### config.mk
export PLATFORM = sky130hd
export DESIGN_NAME = wb_pipe_stage
export DESIGN_NICKNAME = d
export VERILOG_FILES = /design/src/rtl/wb_pipe_pkg.sv /design/src/rtl/pipe_skid_reg.sv /design/src/rtl/wb_pipe_stage.sv
export SDC_FILE = /design/constraint.sdc
export NUM_CORES = 1
export LEC_CHECK = 0
export CAP_MARGIN = 20
export CORE_MARGIN = 2
export CORE_UTILIZATION = 39
export DETAILED_ROUTE_END_ITERATION = 6
export PLACE_DENSITY = 0.67
export SLEW_MARGIN = 10
export SYNTH_ARGS = -nofsm -noshare
export SYNTH_HDL_FRONTEND = slang
export SYNTH_SLANG_ARGS = --single-unit
### constraint.sdc
create_clock -name clk -period 1.6 [get_ports clk]
set_input_delay 0.24 -clock clk [delete_from_list [all_inputs] [get_ports clk]]
set_output_delay 0.24 -clock clk [all_outputs]
set_load 0.03 [all_outputs]
### src/rtl/wb_pipe_pkg.sv
// Shared types for the MEM->WB boundary: payload layout and writeback data select.
package wb_pipe_pkg;

  localparam int unsigned DATA_W = 32;
  localparam int unsigned RA_W   = 5;

  typedef struct packed {
    logic [DATA_W-1:0] alu_res;
    logic [DATA_W-1:0] dm_q;
    logic              rf_d_sel;
    logic              rf_we;
    logic [RA_W-1:0]   rd;
  } wb_payload_t;

  localparam int unsigned PAYLOAD_W = $bits(wb_payload_t);

  // Writeback data mux: load data when rf_d_sel is set, otherwise the ALU result.
  function automatic logic [DATA_W-1:0] wb_sel(input wb_payload_t p);
    return p.rf_d_sel ? p.dm_q : p.alu_res;
  endfunction

endpackage

### src/rtl/pipe_skid_reg.sv
// Generic two-entry skid register: main entry drives the output, skid entry absorbs
// one payload when the consumer stalls so that in_ready never depends on out_ready.
module pipe_skid_reg #(
  parameter int unsigned W = 8
) (
  input  logic         clk,
  input  logic         rst,
  input  logic         flush,
  input  logic         in_valid,
  output logic         in_ready,
  input  logic [W-1:0] in_data,
  output logic         out_valid,
  input  logic         out_ready,
  output logic [W-1:0] out_data
);

  logic         main_v;
  logic         skid_v;
  logic [W-1:0] main_d;
  logic [W-1:0] skid_d;
  logic         main_free;
  logic         accept;

  assign main_free = !main_v || out_ready;
  assign accept    = in_valid && !skid_v;

  // Skid refills main before any new input is taken, which keeps ordering intact.
  always_ff @(posedge clk) begin
    if (rst) begin
      main_v <= 1'b0;
      skid_v <= 1'b0;
      main_d <= '0;
      skid_d <= '0;
    end else if (flush) begin
      main_v <= 1'b0;
      skid_v <= 1'b0;
    end else if (main_free) begin
      if (skid_v) begin
        main_d <= skid_d;
        main_v <= 1'b1;
        skid_v <= 1'b0;
      end else begin
        if (accept) main_d <= in_data;
        main_v <= accept;
      end
    end else if (accept) begin
      skid_d <= in_data;
      skid_v <= 1'b1;
    end
  end

  assign in_ready  = !skid_v;
  assign out_valid = main_v;
  assign out_data  = main_d;

endmodule

### src/rtl/wb_pipe_stage.sv
// MEM->WB pipeline boundary with handshake, skid buffer, flush, data select and forwarding.
// Optional WB_PIPE_STATS_EN adds saturating stall/bubble counters.
module wb_pipe_stage
  import wb_pipe_pkg::wb_payload_t;
  import wb_pipe_pkg::wb_sel;
  import wb_pipe_pkg::PAYLOAD_W;
#(
  parameter int unsigned DATA_W = wb_pipe_pkg::DATA_W,
  parameter int unsigned RA_W   = wb_pipe_pkg::RA_W
) (
  input  logic              clk,
  input  logic              rst,
  input  logic              FLUSH,
  input  logic              MEM_VALID,
  output logic              MEM_READY,
  input  logic [DATA_W-1:0] MEM_ALU_RES,
  input  logic [DATA_W-1:0] MEM_DM_Q,
  input  logic              MEM_RF_D_SEL,
  input  logic              MEM_RF_WE,
  input  logic [RA_W-1:0]   MEM_RD,
  output logic              WB_VALID,
  input  logic              WB_READY,
  output logic [DATA_W-1:0] WB_ALU_RES,
  output logic [DATA_W-1:0] WB_DM_Q,
  output logic              WB_RF_D_SEL,
  output logic              WB_RF_WE,
  output logic [RA_W-1:0]   WB_RD,
  output logic [DATA_W-1:0] WB_RF_D,
  output logic              FWD_VALID,
  output logic [RA_W-1:0]   FWD_RD,
  output logic [DATA_W-1:0] FWD_D
`ifdef WB_PIPE_STATS_EN
  ,
  output logic [15:0]       STALL_CNT,
  output logic [15:0]       BUBBLE_CNT
`endif
);

  wb_payload_t in_pl;
  wb_payload_t out_pl;

  always_comb begin
    in_pl          = '0;
    in_pl.alu_res  = MEM_ALU_RES;
    in_pl.dm_q     = MEM_DM_Q;
    in_pl.rf_d_sel = MEM_RF_D_SEL;
    in_pl.rf_we    = MEM_RF_WE;
    in_pl.rd       = MEM_RD;
  end

  pipe_skid_reg #(
    .W (PAYLOAD_W)
  ) u_skid (
    .clk       (clk),
    .rst       (rst),
    .flush     (FLUSH),
    .in_valid  (MEM_VALID),
    .in_ready  (MEM_READY),
    .in_data   (in_pl),
    .out_valid (WB_VALID),
    .out_ready (WB_READY),
    .out_data  (out_pl)
  );

  assign WB_ALU_RES  = out_pl.alu_res;
  assign WB_DM_Q     = out_pl.dm_q;
  assign WB_RF_D_SEL = out_pl.rf_d_sel;
  assign WB_RD       = out_pl.rd;
  assign WB_RF_D     = wb_sel(out_pl);

  // Stale payload after a flush is masked by the valid bit.
  assign WB_RF_WE  = WB_VALID && out_pl.rf_we;
  assign FWD_VALID = WB_RF_WE && (out_pl.rd != '0);
  assign FWD_RD    = out_pl.rd;
  assign FWD_D     = WB_RF_D;

`ifdef WB_PIPE_STATS_EN
  logic stall;
  logic bubble;

  assign stall  = WB_VALID && !WB_READY;
  assign bubble = !WB_VALID;

  // Saturating counters; FLUSH deliberately leaves them alone.
  always_ff @(posedge clk) begin
    if (rst) begin
      STALL_CNT  <= 16'd0;
      BUBBLE_CNT <= 16'd0;
    end else begin
      if (stall && (STALL_CNT != 16'hFFFF))   STALL_CNT  <= STALL_CNT + 16'd1;
      if (bubble && (BUBBLE_CNT != 16'hFFFF)) BUBBLE_CNT <= BUBBLE_CNT + 16'd1;
    end
  end
`endif

endmodule

==> results.sh <==
export IMPL_cellLeakagePower_uw=0.00406
export IMPL_final_antenna_net_count=0
export IMPL_grt_usage_pct=18.8
export IMPL_routabilityCongestion=0.723
export IMPL_main_combinational_cell_family_by_area_after_synthesis="multiplexers"
export IMPL_grt_first_pass_wirelength_microns=32400
export IMPL_worst_setup_hold_path_clk_slew_ns=0.06
export IMPL_worstSetupEndpointType="output pin"
export IMPL_run_status="complete, but fails checks"
export IMPL_post_route_cells_drive_above_1_share_pct=28.9
export IMPL_route_vias_total=5863
export IMPL_layout_worst_path_cycle_share_pct=114
export IMPL_place_detailed_hpwl_microns=13700
export IMPL_tns_ns=-7.61
export IMPL_synth_area_sq_mm=0.00807
export IMPL_power_net_switching_uw=2850
export IMPL_worstPathCellList="or4_4 -> o21a_1 -> buf_6"
export IMPL_clk_path_buf_depth=2
export IMPL_transition_time_at_the_pin_with_the_least_slew_margin_ns=0.409
export IMPL_yosys_area_top_type_share_pct=35.7
export IMPL_via_count_of_the_first_global_routing_pass=5944
export IMPL_tritoncts="yes"
export IMPL_yosys_area_share_adder_pct=0
export IMPL_critPathLaunchType="register"
export IMPL_netlist_top_cell_by_area="dfxtp_1"
export IMPL_timing_final_hold_violations=0
export IMPL_timing_final_max_slew_violations=0
export IMPL_clkLatencyLatePin_ns=0.42
export IMPL_grt_antenna_before_repair=1
export IMPL_finalNetCount=988
export IMPL_worst_setup_path_type="reg2out"
export IMPL_whs_path_depth=2
export IMPL_worst_path_largest_cell_delay_ns=0.52
export IMPL_maximum_number_of_pins_on_one_net_before_global_route_repair=49
export IMPL_tritoncts_buffers=17
export IMPL_synth_xor_area_share_pct=0
export IMPL_design_core_area_sq_mm=0.0203
export IMPL_clock_sink_total=144
export IMPL_synth_yosys_warnings=0
export IMPL_syn_inst=787
export IMPL_area_growth_syn_to_layout_pct=32.7
export IMPL_grt_setup_unrepaired="true"
export IMPL_numPlacedInstances=1157
export IMPL_die_y_microns=148
export IMPL_synth_mux_area_share_pct=22.1
export IMPL_port_buffers=218
export IMPL_timing_slew_headroom_pct=72.7
export IMPL_seq_area_frac_synth_pct=35.7
export IMPL_synth_compound_area_share_pct=15.7
export IMPL_final_period_minus_worst_setup_slack_ns=1.82
export IMPL_route_detailed_wl_per_inst_microns=17.4
export IMPL_global_route_overflow_total=0
export IMPL_max_cap_viol_count=0
export IMPL_drt_vias_per_instance=4.91
export IMPL_worst_r2r_startpoint="u_skid.out_valid"
export IMPL_power_frac_clock_pct=39.1
export IMPL_layout_cells_non_filler=1194
export IMPL_syn_mean_instance_area_sq_um=10.3
export IMPL_critical_path_slowest_cell="or4_4"
export IMPL_max_freq_mhz=550
export IMPL_timing_critical_path_from="u_skid.out_data[1]"
export IMPL_placementRows=52
export IMPL_r2r_cells=6
export IMPL_synthesis_stage_register_bit_count=144
export IMPL_die_area_sq_mm=0.0219
export IMPL_drt_drc_violations_left=0
export IMPL_initial_core_util_pct=39.8
export IMPL_vdd_drop_max_uv=682
export IMPL_synth_nets=863
export IMPL_worstHoldStart="rst"
export IMPL_netlist_top_cells_area="dfxtp_1, mux2i_1, nand2b_1"
export IMPL_combinationalPowerShare_pct=22.4
export IMPL_setup_viol=65
export IMPL_failed_checks="negative setup slack"
export IMPL_final_cell_mix="mux2i_1, nand2b_1, dfxtp_1, dlygate4sd2_1, clkdlybuf4s50_1"
export IMPL_fin_total_pwr_uw=9950
export IMPL_critPathArrivalTime_ns=1.58
export IMPL_holdCritPathClass="in2reg"
export IMPL_netSwitchingFraction_pct=28.6
export IMPL_dr_first_iter_drc_count=186
export IMPL_p_per_area_mw_per_mm2=929
export IMPL_unique_cell_type_count_in_the_yosys_netlist=21
export IMPL_htree_num_levels=4
export IMPL_detailedRoute_firstPassIterationCount=6
export IMPL_antennaDiodeCount=0
export IMPL_worst_ep_required_time_ns=1.36
export IMPL_placement_setup_worst_slack_ns=-0.233
export IMPL_fp_dieW_microns=148
export IMPL_clock_root_buffer="clkbuf_16"
export IMPL_postRouteWirelength_microns=20700
export IMPL_yosys_area_share_simple_pct=11.6
export IMPL_final_critical_path_setup_slack_ns=-0.218
export IMPL_power_internal_uw=7100
export IMPL_timing_critical_path_fanout_max=2
export IMPL_fin_skew_ns=0.00831
export IMPL_floorplan_io_pins=219
export IMPL_fraction_of_power_consumed_by_sequential_logic_pct=38.6
-- logic make-up (layout without fill, tap and decap cells) --
logic type | Yosys count | in the layout
simple gates | 149 | 149
compound gates | 145 | 145
mux | 174 | 174
flops | 144 | 144
buf+inv | 175 | 312
-- power by group through the flow --
stage                     sequential (uW)  combinational (uW)  clock (uW)
after floorplan                      3880                1550           0
after global placement               3910                2240           0
after detailed placement             3910                2250           0
after CTS                            3840                2240        4000
after global routing                 3850                2360        4150
final                                3840                2220        3890
-- sequential cells by signal, indices dropped and copies added, names as in the netlist --
signal            flops
u_skid.out_data      71
u_skid.skid_d        71
u_skid.out_valid      1
u_skid.skid_v         1
-- cells in the mapped netlist (all sizes together) --
library cell / count
a211oi: 72
a21oi: 71
and2: 2
buf: 145
clkbuf: 29
dfxtp: 144
inv: 1
mux2: 32
mux2i: 142
nand2b: 143
nor2: 1
nor4: 1
nor4b: 1
o21a: 1
o21ba: 1
or4: 1
-- path summary, 6_finish.rpt --
path / endpoint / slack, ns
setup / recovery: FWD_VALID / -0.22
hold / removal: u_skid.out_data[69] / 0.25
setup reg to reg: u_skid.skid_d[67] / 0.10
hold reg to reg: u_skid.skid_d[64] / 0.47
-- final cells by class --
class | count | area (sq um)
Sequential cell | 144 | 2890
Tap cell | 270 | 338
Inverter | 1 | 3.75
Multi-Input combinational cell | 468 | 4100
Fill cell | 1850 | 9590
Clock inverter | 9 | 110
Timing Repair Buffer | 280 | 2810
Clock buffer | 22 | 464
-- metrics by stage --
stage                     instance area (sq um)  hold WS [ns]  util, %
after detailed placement                  10000         0.464     49.4
after global placement                    10000         0.456     49.4
after floorplan                            8080         0.318        -
after global routing                      10700         0.250     52.8
after CTS                                 10700         0.233     52.5
final                                     10700         0.252     52.8
-- what timing repair did --
action / 4_1_cts / 5_1_grt
endpoints found under the hold margin: 0 / 0
gates cloned: 2 / 2
hold buffers: 0 / 0
setup endpoints to repair: 142 / 87
buffers inserted: 5 / 0
gates resized for setup: 517 / 26
-- worst max-delay path: cells and delay by family (launching register included) --
family	cells	cell delay, ns
compound gates	1	0.20
buf+inv	1	0.14
flops	1	0.31
simple gates	1	0.52
-- layer usage --
metal | vias to the layer above | share of wire (%) | GRT usage, %
met5 | - | 0.063 | 0
met4 | 2 | 1.9 | 6.48
met3 | 27 | 5.4 | 5.09
met2 | 155 | 48 | 32.0
met1 | 2809 | 44 | 22.9
li1 | 2870 | - | -
Note: power is estimated with default switching activity, not from simulation.
